**src/rtl/pc_predict_if.sv**
```systemverilog
`default_nettype none
// ============================================================================
// Module      : pc_predict_if
// Description : Fetch-side bus of the PC prediction unit. It groups the
//               instruction-memory data, the execute-stage redirect and
//               training inputs, and the fetch PC / prediction outputs.
//               The 'slave' modport is the predictor. The 'master' modport
//               is the surrounding pipeline, or the bench.
// Ports       : stall, instruction, redirectValid/redirectPC,
//               updateValid/updatePC/updateTaken  (master -> slave)
//               pc, predTaken                      (slave  -> master)
// Revision    : 1.0 - initial release
// ============================================================================
interface pc_predict_if;
    logic        stall;
    logic [31:0] instruction;
    logic        redirectValid;
    logic [31:0] redirectPC;
    logic        updateValid;
    logic [31:0] updatePC;
    logic        updateTaken;
    logic [31:0] pc;
    logic        predTaken;

    modport master (
        output stall, instruction, redirectValid, redirectPC,
               updateValid, updatePC, updateTaken,
        input  pc, predTaken
    );

    modport slave (
        input  stall, instruction, redirectValid, redirectPC,
               updateValid, updatePC, updateTaken,
        output pc, predTaken
    );
endinterface
`default_nettype wire

```
**src/rtl/pc_predict.sv**
```systemverilog
`default_nettype none
// ============================================================================
// Module      : pc_predict
// Description : Fetch-stage PC unit with dynamic prediction. A table of
//               2-bit saturating counters predicts conditional branches.
//               A circular return-address stack predicts jr $31. The
//               next PC is computed combinationally from the fetched
//               instruction.
// Ports       : clk    - clock, rising edge
//               rst_n  - asynchronous active-low reset
//               bus    - pc_predict_if.slave (fetch/execute signals, pc,
//                        predTaken)
// Revision    : 1.0 - initial release
// ============================================================================
module pc_predict #(
    parameter logic [31:0] RESET_PC    = 32'h0000_0000,
    parameter int          BHT_ENTRIES = 64,
    parameter int          RAS_DEPTH   = 4
) (
    input  wire           clk,
    input  wire           rst_n,
    pc_predict_if.slave   bus
);
    localparam int c_idx_w = $clog2(BHT_ENTRIES);
    localparam int c_ptr_w = $clog2(RAS_DEPTH);

    localparam logic [5:0] c_op_special = 6'h00;
    localparam logic [5:0] c_op_regimm  = 6'h01;
    localparam logic [5:0] c_op_j       = 6'h02;
    localparam logic [5:0] c_op_jal     = 6'h03;
    localparam logic [5:0] c_op_beq     = 6'h04;
    localparam logic [5:0] c_op_bne     = 6'h05;
    localparam logic [5:0] c_op_blez    = 6'h06;
    localparam logic [5:0] c_op_bgtz    = 6'h07;
    localparam logic [5:0] c_fn_jr      = 6'h08;
    localparam logic [c_ptr_w:0] c_ras_full = (c_ptr_w+1)'(RAS_DEPTH);

    // ------------------------------------------------------------------
    // State
    // ------------------------------------------------------------------
    logic [31:0]        pc_q, pc_d;
    logic [1:0]         bht_q [BHT_ENTRIES];
    logic [31:0]        ras_q [RAS_DEPTH];
    // The top pointer addresses the next free slot. The newest entry is
    // at top-1. Pointer arithmetic wraps because the depth is a power of
    // two.
    logic [c_ptr_w-1:0] ras_top_q, ras_top_d;
    logic [c_ptr_w:0]   ras_cnt_q, ras_cnt_d;

    // ------------------------------------------------------------------
    // Instruction decode and candidate targets
    // ------------------------------------------------------------------
    logic [5:0]         w_op, w_funct;
    logic [4:0]         w_rs;
    logic [31:0]        w_seq, w_br_t, w_j_t, w_pred_pc;
    logic [c_idx_w-1:0] w_rd_idx, w_upd_idx;
    logic               w_push, w_pop, w_commit;
    logic [1:0]         w_upd_cnt;

    assign w_op      = bus.instruction[31:26];
    assign w_funct   = bus.instruction[5:0];
    assign w_rs      = bus.instruction[25:21];
    assign w_seq     = pc_q + 32'd4;
    assign w_br_t    = w_seq + {{14{bus.instruction[15]}}, bus.instruction[15:0], 2'b00};
    assign w_j_t     = {w_seq[31:28], bus.instruction[25:0], 2'b00};
    assign w_rd_idx  = pc_q[c_idx_w+1:2];
    assign w_upd_idx = bus.updatePC[c_idx_w+1:2];

    // Upper bits of updatePC do not select a counter.
    logic w_unused_upd;
    assign w_unused_upd = &{1'b0, bus.updatePC};

    // RAS side effects are speculative. They are committed only on a
    // cycle that really advances along the predicted path.
    assign w_commit = !bus.stall && !bus.redirectValid;

    always_comb begin
        w_pred_pc = w_seq;
        w_push    = 1'b0;
        w_pop     = 1'b0;
        case (w_op)
            c_op_regimm, c_op_beq, c_op_bne, c_op_blez, c_op_bgtz: begin
                if (bht_q[w_rd_idx][1]) w_pred_pc = w_br_t;
            end
            c_op_j: w_pred_pc = w_j_t;
            c_op_jal: begin
                w_pred_pc = w_j_t;
                w_push    = 1'b1;
            end
            c_op_special: begin
                if (w_funct == c_fn_jr && w_rs == 5'd31 && ras_cnt_q != '0) begin
                    w_pred_pc = ras_q[ras_top_q - 1'b1];
                    w_pop     = 1'b1;
                end
            end
            default: ;
        endcase
    end

    assign bus.predTaken = !bus.redirectValid && (w_pred_pc != w_seq);
    assign bus.pc        = pc_q;

    always_comb begin
        if (bus.redirectValid)  pc_d = bus.redirectPC;
        else if (bus.stall)     pc_d = pc_q;
        else                    pc_d = w_pred_pc;
    end

    always_comb begin
        ras_top_d = ras_top_q;
        ras_cnt_d = ras_cnt_q;
        if (w_commit && w_push) begin
            ras_top_d = ras_top_q + 1'b1;
            // A full stack overwrites its oldest entry, so the count stays at full.
            if (ras_cnt_q != c_ras_full) ras_cnt_d = ras_cnt_q + 1'b1;
        end else if (w_commit && w_pop) begin
            ras_top_d = ras_top_q - 1'b1;
            ras_cnt_d = ras_cnt_q - 1'b1;
        end
    end

    always_comb begin
        w_upd_cnt = bht_q[w_upd_idx];
        if (bus.updateTaken && bht_q[w_upd_idx] != 2'b11)       w_upd_cnt = bht_q[w_upd_idx] + 2'b01;
        else if (!bus.updateTaken && bht_q[w_upd_idx] != 2'b00) w_upd_cnt = bht_q[w_upd_idx] - 2'b01;
    end

    // ------------------------------------------------------------------
    // Registers
    // ------------------------------------------------------------------
    always_ff @(posedge clk or negedge rst_n) begin
        if (!rst_n) begin
            pc_q      <= RESET_PC;
            ras_top_q <= '0;
            ras_cnt_q <= '0;
            for (int i = 0; i < BHT_ENTRIES; i++) bht_q[i] <= 2'b01;
            for (int i = 0; i < RAS_DEPTH; i++)   ras_q[i] <= '0;
        end else begin
            pc_q      <= pc_d;
            ras_top_q <= ras_top_d;
            ras_cnt_q <= ras_cnt_d;
            // Training is independent of stall and redirect.
            if (bus.updateValid)     bht_q[w_upd_idx] <= w_upd_cnt;
            if (w_commit && w_push)  ras_q[ras_top_q] <= w_seq;
        end
    end
endmodule
`default_nettype wire

```
**src/flat_wrapper.sv**
```systemverilog
// flat-port wrapper written by rule: the top's interface ports become plain ports
module pc_predict_flat 
#(
    parameter logic [31:0] RESET_PC    = 32'h0000_0000,
    parameter int          BHT_ENTRIES = 64,
    parameter int          RAS_DEPTH   = 4
)
  (clk, rst_n, bus_stall, bus_instruction, bus_redirectValid, bus_redirectPC, bus_updateValid, bus_updatePC, bus_updateTaken, bus_pc, bus_predTaken);
  pc_predict_if bus_i ();
  input  wire clk;
  input  wire rst_n;
  input wire logic [$bits(bus_i.stall)-1:0] bus_stall;
  input wire logic [$bits(bus_i.instruction)-1:0] bus_instruction;
  input wire logic [$bits(bus_i.redirectValid)-1:0] bus_redirectValid;
  input wire logic [$bits(bus_i.redirectPC)-1:0] bus_redirectPC;
  input wire logic [$bits(bus_i.updateValid)-1:0] bus_updateValid;
  input wire logic [$bits(bus_i.updatePC)-1:0] bus_updatePC;
  input wire logic [$bits(bus_i.updateTaken)-1:0] bus_updateTaken;
  output wire logic [$bits(bus_i.pc)-1:0] bus_pc;
  output wire logic [$bits(bus_i.predTaken)-1:0] bus_predTaken;
  assign bus_i.stall = bus_stall;
  assign bus_i.instruction = bus_instruction;
  assign bus_i.redirectValid = bus_redirectValid;
  assign bus_i.redirectPC = bus_redirectPC;
  assign bus_i.updateValid = bus_updateValid;
  assign bus_i.updatePC = bus_updatePC;
  assign bus_i.updateTaken = bus_updateTaken;
  assign bus_pc = bus_i.pc;
  assign bus_predTaken = bus_i.predTaken;
  pc_predict #(.RESET_PC(RESET_PC), .BHT_ENTRIES(BHT_ENTRIES), .RAS_DEPTH(RAS_DEPTH)) u_core (.clk(clk), .rst_n(rst_n), .bus(bus_i));
endmodule
```
**config.mk**
```make
export PLATFORM = sky130hd
export DESIGN_NAME = pc_predict_flat
export DESIGN_NICKNAME = d
export VERILOG_FILES = /design/src/rtl/pc_predict_if.sv /design/src/rtl/pc_predict.sv /design/src/flat_wrapper.sv
export SDC_FILE = /design/constraint.sdc
export NUM_CORES = 1
export LEC_CHECK = 0
export ABC_AREA = 1
export BUFFER_PORTS_ARGS = -buffer_cell sky130_fd_sc_hd__buf_2
export CORE_MARGIN = 4
export CORE_UTILIZATION = 40
export CTS_CLUSTER_SIZE = 24
export DETAILED_ROUTE_END_ITERATION = 10
export PLACE_DENSITY = 0.63
export RECOVER_POWER = 100
export SETUP_SLACK_MARGIN = 0.05
export SLEW_MARGIN = 20
export SYNTH_ARGS = -nofsm -noshare
export SYNTH_HDL_FRONTEND = slang
export SYNTH_SLANG_ARGS = --single-unit
```
**constraint.sdc**
```tcl
create_clock -name clk -period 4.9 [get_ports clk]
set_input_delay 0.49 -clock clk [delete_from_list [all_inputs] [get_ports clk]]
set_output_delay 0.49 -clock clk [all_outputs]
set_load 0.005 [all_outputs]
```
==> results of run 1 <==
==> final timing paths <==
check                                                       end  slack (ns)  cells after the start
worst min register to register    u_core.bht_q[106]$_DFFE_PN1P_        0.48                      2
worst max-delay path                              bus_predTaken        0.15                     30
min in group asynchronous          u_core.bht_q[49]$_DFFE_PN0P_        0.52                      2
worst max register to register    u_core.bus.pc[25]$_DFFE_PN0P_        1.30                     23
worst min-delay path              u_core.bus.pc[20]$_DFFE_PN0P_        0.15                      3
max in group asynchronous       u_core.ras_top_q[0]$_DFFE_PN0P_        1.71                      3
==> tightest hold or removal path: stages <==
cell and delay [ns]:
buf_2 0.08, nand2_1 0.04, nand3_1 0.06
==> cell families (layout without fill, tap and decap cells) <==
family / count (synthesis) / count (layout) / synth area share, %
AND/OR/NAND/NOR: 1501 / 1501 / 32.61
AO/OA/AOI/OAI: 530 / 530 / 15.83
buffers and inverters: 384 / 577 / 8.292
flip-flops: 293 / 293 / 39.05
adder cells (fa/ha/maj): 43 / 43 / 2.913
XOR/XNOR: 25 / 25 / 1.193
multiplexers: 2 / 2 / 0.1121
other: 0 / 1 / 0
==> timing repair <==
item,in CTS,in global routing
hold buffers,1,0
endpoints found under the setup margin,1,1
hold endpoints to repair,54,0
buffers inserted,14,37
resized for setup,97,229
pin swaps,13,83
==> state kept, by name, indices dropped and copies added (netlist names) <==
name / flops
u_core.bht_q: 128
u_core.ras_q: 128
u_core.bus.pc: 32
u_core.ras_cnt_q: 3
u_core.ras_top_q: 2
==> cells in the final DEF, fill, tap and decap left out, types with 7 or more instances in the layout <==
master / n
nand2_1: 882
o21ai_0: 260
nand3_1: 237
inv_1: 222
dfrtp_1: 222
nor2_1: 146
a21oi_1: 119
buf_4: 115
buf_2: 103
dfstp_2: 64
nand2_2: 62
o211ai_1: 38
clkbuf_16: 36
inv_2: 29
nand4_1: 29
nor2_2: 28
ha_4: 26
nor2_4: 25
clkbuf_1: 25
nand2_4: 24
nor3_1: 19
nand3_2: 15
o21ai_1: 15
ha_1: 15
a22oi_1: 14
a21oi_2: 14
xnor2_1: 13
a221oi_1: 12
a32o_1: 11
clkbuf_8: 10
inv_4: 8
a32oi_1: 8
a31oi_1: 8
a22o_1: 7
dfrtp_2: 7
==> layout make-up <==
type / count / area (um^2) / area share [%]
repair buffers: 247 / 1593 / 6.861
diodes: 1 / 2.502 / 0.01078
clock inverters: 11 / 145.1 / 0.6252
clock buffers: 55 / 1072 / 4.619
well taps: 607 / 759.5 / 3.272
flip-flops and latches: 293 / 7421 / 31.97
inverters: 264 / 1018 / 4.387
multi-input cells: 2101 / 11200 / 48.26
==> layer usage <==
layer	vias up	wire length [um]	share of wire [%]
li1	9449	-	-
met5	-	0	0
met2	831	30800	44
met1	9520	31280	45
met3	143	6222	8.9
met4	0	1902	2.7
==> power groups by stage <==
stage / clock, uW / combinational, uW / sequential (uW)
5_1_grt: 2880 / 2570 / 2940
2_1_floorplan: 0 / 1300 / 2900
3_5_place_dp: 0 / 2010 / 2940
4_1_cts: 2800 / 2100 / 2900
3_3_place_gp: 0 / 1980 / 2940
6_report: 2730 / 2350 / 2910
==> metrics by stage <==
step / hold WS [ns] / setup TNS (ns) / cell area (um^2) / setup WS (ns) / std cells
floorplan: 0.1944 / 0 / 18980 / 0.9995 / 2778
global placement: 0.4624 / 0 / 20440 / 0.1562 / 3460
detailed placement: 0.4669 / 0 / 20440 / 0.1669 / 3460
CTS: 0.1328 / 0 / 22140 / 0.05073 / 3541
global route: 0.1632 / -0.07833 / 23210 / -0.07833 / 3578
finish: 0.1548 / 0 / 23210 / 0.1493 / 3579
==> tab_implementation.tex, run 1 <==
\begin{tabular}{lr}
\hline
Metric & Value \\
\hline
\multicolumn{2}{l}{\textbf{Flow run}} \\
Max cap viols & 5 \\
\multicolumn{2}{l}{\textbf{Cells and area}} \\
Area Overhead vs Synth & 22.29\% \\
Post-layout utilization of the core & 49.65\% \\
Final net count & 3088 \\
Layout filler cell count & 4654 \\
Fraction of final layout cells sized beyond drive strength 1 & 21.24\% \\
\multicolumn{2}{l}{\textbf{Synth}} \\
Post-synth EDFFs & 0 \\
Per-instance average area after synthesis & 6.833 um\^{}2 \\
Cell area after synthesis & 18980 um\^{}2 \\
Post-Synthesis Cells & 2778 \\
Synth async-reset ratio & 100.0\% \\
Distinct cell type count after synthesis & 53 \\
Portion of synthesized cell area occupied by the leading cell type & 30.19\% \\
Synth area leader & dfrtp\_1 \\
Part of the Yosys area used for sequential elements & 39.05\% \\
Synth Warn \# & 0 \\
Synth Register Bits & 293 \\
Post-synth top cells & 966 x nand2\_1, 263 x o21ai\_0, 250 x nand3\_1 \\
Most frequent cell after synthesis & nand2\_1 \\
Dominant cells by area after synthesis & dfrtp\_1 30\%, nand2\_1 19\%, dfstp\_2 8.9\%, o21ai\_0 6.9\%, nand3\_1 6.6\% \\
Main flop type after synthesis & dfrtp\_1 \\
Number of nets produced by synthesis & 2923 \\
\multicolumn{2}{l}{\textbf{Global route}} \\
Global Route Usage Sum & 26.43\% \\
Antenna violations before repair & 5 \\
Largest net degree at the start of global routing & 152 \\
Global-route met1 utilization & 38.68\% \\
Global-route wire length before repair & 105900 um \\
Met2 track demand over resource & 40.46\% \\
Via count of the first global-routing pass & 18431 \\
Overflow left after global routing & 0 \\
GRT busiest layer & met2 \\
Global routing met3 resource utilization & 5.096\% \\
\multicolumn{2}{l}{\textbf{Hold path}} \\
Startpoint of the tightest hold check path & bus\_redirectPC[20] \\
Worst min-delay path class & in2reg \\
\multicolumn{2}{l}{\textbf{Timing}} \\
Hold violation count in the final report & 0 \\
Max-slew headroom at the worst pin & -41.69\% \\
Final worst path period need & 4.751 ns \\
Setup violation total in the final timing report & 0 \\
Worst-margin pin slew & 2.125 ns \\
Post-route fraction of the period consumed by the critical path & 96.95\% \\
Max Slew Vio Count & 307 \\
Clock skew & 0.03780 ns \\
Fmax achieved & 210.5 MHz \\
\multicolumn{2}{l}{\textbf{Power and ir drop}} \\
Switching Fraction & 35.31\% \\
Leakage & 0.01057 uW \\
Relative contribution of sequential cells to total power & 36.4\% \\
P\_int & 5173 uW \\
Clock network fraction of design power & 34.2\% \\
Total power per unit cell area & 344.4 nW/um\^{}2 \\
Combinational Power Share & 29.4\% \\
Total Power & 7996 uW \\
Max VDD drop & 0.3117 mV \\
Switch Pwr & 2823 uW \\
\multicolumn{2}{l}{\textbf{Worst setup path}} \\
Worst stage delay on the critical path & 0.45 ns \\
Worst Setup SP & u\_core.bus.pc[23]\$\_DFFE\_PN0P\_ \\
Standard cell with the maximum stage delay on the critical path & dfrtp\_1 \\
CP Class & reg2out \\
Most common cell type on the critical path & nand2\_1 \\
Data arrival time of the critical path & 4.26 ns \\
Reg-to-reg critical path startpoint & u\_core.bus.pc[15]\$\_DFFE\_PN0P\_ \\
Kind of capture point of the worst setup path & output pin \\
Top cell family by delay on the critical path & simple AND/OR/NAND/NOR gates \\
Max FO, Critical Path & 6 \\
Crit path buffers/inverters & 4 \\
Required time at the endpoint of the critical path & 4.41 ns \\
Sort of element at the start of the critical path & register \\
\multicolumn{2}{l}{\textbf{Die}} \\
Standard-cell rows & 79 \\
Core footprint & 46750 um\^{}2 \\
DIE WIDTH & 225.8 um \\
Die Ht & 225.8 um \\
Starting Density & 40.60\% \\
Die ar. & 51000 um\^{}2 \\
Boundary pin count & 135 \\
\multicolumn{2}{l}{\textbf{Place}} \\
DPL Wire Length & 49410 um \\
Final GP Congestion & 1.026 \\
Number of buffers added on ports & 108 \\
\multicolumn{2}{l}{\textbf{Routing}} \\
Count of nets left with antenna violations after detail routing & 0 \\
Post-DR wirelength/cell & 19.62 um \\
DRT Pass-1 Iters & 5 \\
Total wirelength of the detailed-routed design & 70200 um \\
Number of vias per cell after detailed routing & 5.572 \\
DRC violation count after routing & 0 \\
Number of DRC markers after the initial detailed-route iteration & 2017 \\
Vias after detailed routing & 19943 \\
\multicolumn{2}{l}{\textbf{Status}} \\
Failing checks & max-capacitance violations, max-slew violations \\
Result of the run & finished with violations \\
\multicolumn{2}{l}{\textbf{Clock tree}} \\
CTS tree & yes \\
Clock slew at the register clock pins of the worst setup and hold paths & 0.06 ns \\
Maximum clock insertion buffer count & 3 \\
Root buffer selected by CTS & clkbuf\_16 \\
CTS H-tree depth & 2 \\
Clock sink count & 293 \\
Source-to-sink clock delay at the later pin of the worst-skew pair & 0.57 ns \\
Number of buffers created by CTS & 36 \\
\hline
\end{tabular}
(Power assumes the default switching activity.)
==> run 2, diff against run 1 <==
--- a/config.mk
+++ b/config.mk
@@ -5,13 +5,12 @@
 export SDC_FILE = /design/constraint.sdc
 export NUM_CORES = 1
 export LEC_CHECK = 0
-export ABC_AREA = 1
 export BUFFER_PORTS_ARGS = -buffer_cell sky130_fd_sc_hd__buf_2
 export CORE_MARGIN = 4
 export CORE_UTILIZATION = 40
+export CTS_CLUSTER_DIAMETER = 120
 export CTS_CLUSTER_SIZE = 24
 export DETAILED_ROUTE_END_ITERATION = 10
-export PLACE_DENSITY = 0.63
 export RECOVER_POWER = 100
 export SETUP_SLACK_MARGIN = 0.05
 export SLEW_MARGIN = 20
==> run 2 against run 1 <==
Against the previous run: the flow finishes with violations (max-capacitance violations, max-slew violations, negative setup slack); worst setup slack lost 1.3 ns; routed wire length shrank 0.63%; worst hold slack gained 0.016 ns; highest routed layer is now met5.
==> tab_implementation.tex, run 2 <==
\begin{tabular}{lr}
\hline
Metric & Value \\
\hline
\multicolumn{2}{l}{\textbf{Routing}} \\
Count of nets left with antenna violations after detail routing & 0 (unchanged) \\
Number of DRC markers after the initial detailed-route iteration & 1536 (was 2017) \\
DRT Pass-1 Iters & 7 (was 5) \\
DRC violation count after routing & 0 (unchanged) \\
Vias after detailed routing & 17596 (was 19943) \\
Post-DR wirelength/cell & 23.58 um (was 19.62 um) \\
Number of vias per cell after detailed routing & 5.947 (was 5.572) \\
Total wirelength of the detailed-routed design & 69760 um (was 70200 um) \\
\multicolumn{2}{l}{\textbf{Status}} \\
Failing checks & max-capacitance violations, max-slew violations, negative setup slack (was max-capacitance violations, max-slew violations) \\
Result of the run & finished with violations (unchanged) \\
\multicolumn{2}{l}{\textbf{Synth}} \\
Main flop type after synthesis & dfrtp\_1 (unchanged) \\
Post-Synthesis Cells & 1949 (was 2778) \\
Portion of synthesized cell area occupied by the leading cell type & 31.36\% (was 30.19\%) \\
Synth async-reset ratio & 100.0\% (unchanged) \\
Dominant cells by area after synthesis & dfrtp\_1 31\%, dfstp\_2 9.2\%, mux2\_2 8.3\%, o21ai\_0 6.1\%, nand2\_1 5.8\% (was dfrtp\_1 30\%, nand2\_1 19\%, dfstp\_2 8.9\%, o21ai\_0 6.9\%, nand3\_1 6.6\%) \\
Cell area after synthesis & 18270 um\^{}2 (was 18980 um\^{}2) \\
Part of the Yosys area used for sequential elements & 40.56\% (was 39.05\%) \\
Number of nets produced by synthesis & 2094 (was 2923) \\
Synth Register Bits & 293 (unchanged) \\
Post-synth top cells & 280 x nand2\_1, 229 x dfrtp\_1, 222 x o21ai\_0 (was 966 x nand2\_1, 263 x o21ai\_0, 250 x nand3\_1) \\
Synth Warn \# & 0 (unchanged) \\
Synth area leader & dfrtp\_1 (unchanged) \\
Post-synth EDFFs & 0 (unchanged) \\
Per-instance average area after synthesis & 9.375 um\^{}2 (was 6.833 um\^{}2) \\
Most frequent cell after synthesis & nand2\_1 (unchanged) \\
Distinct cell type count after synthesis & 80 (was 53) \\
\multicolumn{2}{l}{\textbf{Global route}} \\
Global-route met1 utilization & 36.79\% (was 38.68\%) \\
Largest net degree at the start of global routing & 113 (was 152) \\
Met2 track demand over resource & 44.98\% (was 40.46\%) \\
Global routing met3 resource utilization & 4.475\% (was 5.096\%) \\
GRT busiest layer & met2 (unchanged) \\
Antenna violations before repair & 4 (was 5) \\
Via count of the first global-routing pass & 17600 (was 18431) \\
Global-route wire length before repair & 106500 um (was 105900 um) \\
Overflow left after global routing & 0 (unchanged) \\
Global Route Usage Sum & 27.53\% (was 26.43\%) \\
\multicolumn{2}{l}{\textbf{Worst setup path}} \\
Standard cell with the maximum stage delay on the critical path & o311ai\_0 (was dfrtp\_1) \\
R2r setup slk & 0.07 ns (was 1.30 ns) \\
Worst stage delay on the critical path & 0.88 ns (was 0.45 ns) \\
Most common cell type on the critical path & buf\_4 (was nand2\_1) \\
Kind of capture point of the worst setup path & output pin (unchanged) \\
Max FO, Critical Path & 6 (unchanged) \\
Cell chain of the critical path & buf\_4, nand3\_2, buf\_12, xor2\_1, inv\_1, ha\_1, a21o\_1, a21oi\_1, buf\_4, nand2\_1, o311ai\_0, o21ai\_0, a221oi\_1, buf\_4, o221a\_2, o211ai\_1, or4\_4, a311oi\_2, a31oi\_1, buf\_2 \\
Sort of element at the start of the critical path & register (unchanged) \\
Required time at the endpoint of the critical path & 4.41 ns (about the same) \\
Data arrival time of the critical path & 5.57 ns (was 4.26 ns) \\
CP Class & reg2out (unchanged) \\
\multicolumn{2}{l}{\textbf{Die}} \\
Standard-cell rows & 78 (was 79) \\
Boundary pin count & 135 (unchanged) \\
Starting Density & 40.35\% (was 40.60\%) \\
Die Ht & 221.7 um (was 225.8 um) \\
DIE WIDTH & 221.7 um (was 225.8 um) \\
Core footprint & 45280 um\^{}2 (was 46750 um\^{}2) \\
Die ar. & 49160 um\^{}2 (was 51000 um\^{}2) \\
\multicolumn{2}{l}{\textbf{Timing}} \\
Clock skew & 0.04101 ns (was 0.03780 ns) \\
Final worst path period need & 6.058 ns (was 4.751 ns) \\
Max Slew Vio Count & 298 (was 307) \\
Setup repair after global routing missed its margin & true \\
Hold violation count in the final report & 0 (unchanged) \\
Fmax achieved & 165.1 MHz (was 210.5 MHz) \\
Worst-margin pin slew & 2.746 ns (was 2.125 ns) \\
Smallest setup slack after layout & -1.158 ns (was 0.1493 ns) \\
Setup violation total in the final timing report & 1 (was 0) \\
Post-route fraction of the period consumed by the critical path & 123.6\% (was 96.95\%) \\
Max-slew headroom at the worst pin & -83.05\% (was -41.69\%) \\
\multicolumn{2}{l}{\textbf{Clock tree}} \\
Root buffer selected by CTS & clkbuf\_16 (unchanged) \\
CTS H-tree depth & 1 (was 2) \\
CTS tree & yes (unchanged) \\
Clock slew at the register clock pins of the worst setup and hold paths & 0.10 ns (was 0.06 ns) \\
Source-to-sink clock delay at the later pin of the worst-skew pair & 0.54 ns (was 0.57 ns) \\
Number of buffers created by CTS & 17 (was 36) \\
Maximum clock insertion buffer count & 3 (unchanged) \\
Clock sink count & 293 (unchanged) \\
\multicolumn{2}{l}{\textbf{Place}} \\
Setup Slack @ Placement & -0.7280 ns (was 0.1669 ns) \\
Placed cell count & 2923 (was 3460) \\
Post-placement cell area & 22460 um\^{}2 (was 20440 um\^{}2) \\
Final GP Congestion & 1.053 (was 1.026) \\
Number of buffers added on ports & 108 (unchanged) \\
DPL Wire Length & 53260 um (was 49410 um) \\
\multicolumn{2}{l}{\textbf{Cells and area}} \\
Final non-filler cell area & 23060 um\^{}2 (was 23210 um\^{}2) \\
Final net count & 2493 (was 3088) \\
Leading cell type in the layout, fill and taps excluded & buf\_4 (was nand2\_1) \\
Area Overhead vs Synth & 26.22\% (was 22.29\%) \\
Fraction of final layout cells sized beyond drive strength 1 & 36.12\% (was 21.24\%) \\
Antenna Diode Count & 0 (was 1) \\
Highest-count cells in the layout ignoring fill and taps & 356 x buf\_4, 275 x nand2\_1, 227 x dfrtp\_1, 217 x o21ai\_0, 134 x mux2\_2 (was 882 x nand2\_1, 260 x o21ai\_0, 237 x nand3\_1, 222 x inv\_1, 222 x dfrtp\_1) \\
Post-layout instance count excluding filler cells & 2959 (was 3579) \\
\multicolumn{2}{l}{\textbf{Power and ir drop}} \\
Max VDD drop & 0.2724 mV (was 0.3117 mV) \\
Leakage & 0.01019 uW (was 0.01057 uW) \\
Total power per unit cell area & 294.3 nW/um\^{}2 (was 344.4 nW/um\^{}2) \\
\multicolumn{2}{l}{\textbf{Hold path}} \\
Worst min-delay path class & in2reg (unchanged) \\
\multicolumn{2}{l}{\textbf{Flow run}} \\
Max cap viols & 3 (was 5) \\
\hline
\end{tabular}
-- run 2: cell count changes in the layout (fill, tap and decap cells not counted), moves of 43 or more --
cell / change
inv_1: -172
mux2_2: +133
nand2_1: -607
o21ai_0: -43
a22oi_1: +46
nand3_1: -205
mux4_2: +45
buf_4: +241
nand2_2: -57
-- run 2: routing by layer --
metal | vias to the layer above | wire (um)
met5 | - | 65
met2 | 718 | 32310
li1 | 7971 | -
met1 | 8721 | 29020
met4 | 8 | 3398
met3 | 178 | 4962
-- run 2: final cells by class --
cell class                      instances  area, um^2
Clock buffer                           26       459.2
Clock inverter                          4       63.81
Fill cell                            4315       22220
Inverter                               58       219.0
Multi-Input combinational cell       1470       10620
Sequential cell                       293        7415
Tap cell                              600       750.7
Timing Repair Buffer                  508        3538
-- run 2: worst paths after layout --
kind                                                from                               to  depth (start not counted)
setup / recovery            u_core.bus.pc[3]$_DFFE_PN0P_                    bus_predTaken                         20
hold / removal                         bus_redirectPC[0]     u_core.bus.pc[0]$_DFFE_PN0P_                          3
setup reg to reg           u_core.bus.pc[11]$_DFFE_PN0P_    u_core.bus.pc[29]$_DFFE_PN0P_                         23
hold reg to reg             u_core.ras_q[30]$_DFFE_PN0P_     u_core.ras_q[30]$_DFFE_PN0P_                          2
max in group asynchronous                          rst_n     u_core.bus.pc[8]$_DFFE_PN0P_                          2
min in group asynchronous                          rst_n  u_core.ras_cnt_q[1]$_DFFE_PN0P_                          1
-- run 2: cell families after synthesis --
kind of cell    count (synthesis)  synth area share (%)
mux                           191                 14.48
flops                         293                 40.56
xor+xnor                       55                 2.636
compound gates                582                 20.19
simple gates                  599                 15.19
fa+ha+maj                      43                 3.027
buf+inv                       186                 3.924
-- run 2: where the power goes --
part	internal (uW)	switching, uW
sequential	2720	137
combinational	1050	1340
clock	683	864
-- run 2: timing repair --
item                       CTS  global route
setup endpoints to repair    2             7
buffers inserted             4             2
hold buffers                 0             0
gates resized for setup     21            21
pin swaps                   12             7
-- run 2: worst max-delay path, delay by kind of cell (launching register included) --
kind	cells	cell delay (ns)
fa+ha+maj	1	0.33
simple gates	3	0.70
compound gates	9	2.44
flops	1	0.41
buf+inv	6	0.90
xor+xnor	1	0.27
-- run 2: per-stage QoR --
| stage | hold slack (ns) | TNS [ns] | power, uW | util (%) |
|---|---|---|---|---|
| after detailed placement | 0.4650 | -0.7280 | 5250 | 49.59 |
| final | 0.1704 | -1.158 | 6788 | 50.93 |
| after global routing | 0.1586 | -28.18 | 7121 | 50.93 |
| after global placement | 0.4560 | -0.6921 | 5230 | 49.59 |
| after floorplan | 0.1944 | -0.4504 | 4051 | - |
| after CTS | 0.03946 | -1.126 | 6835 | 51.02 |
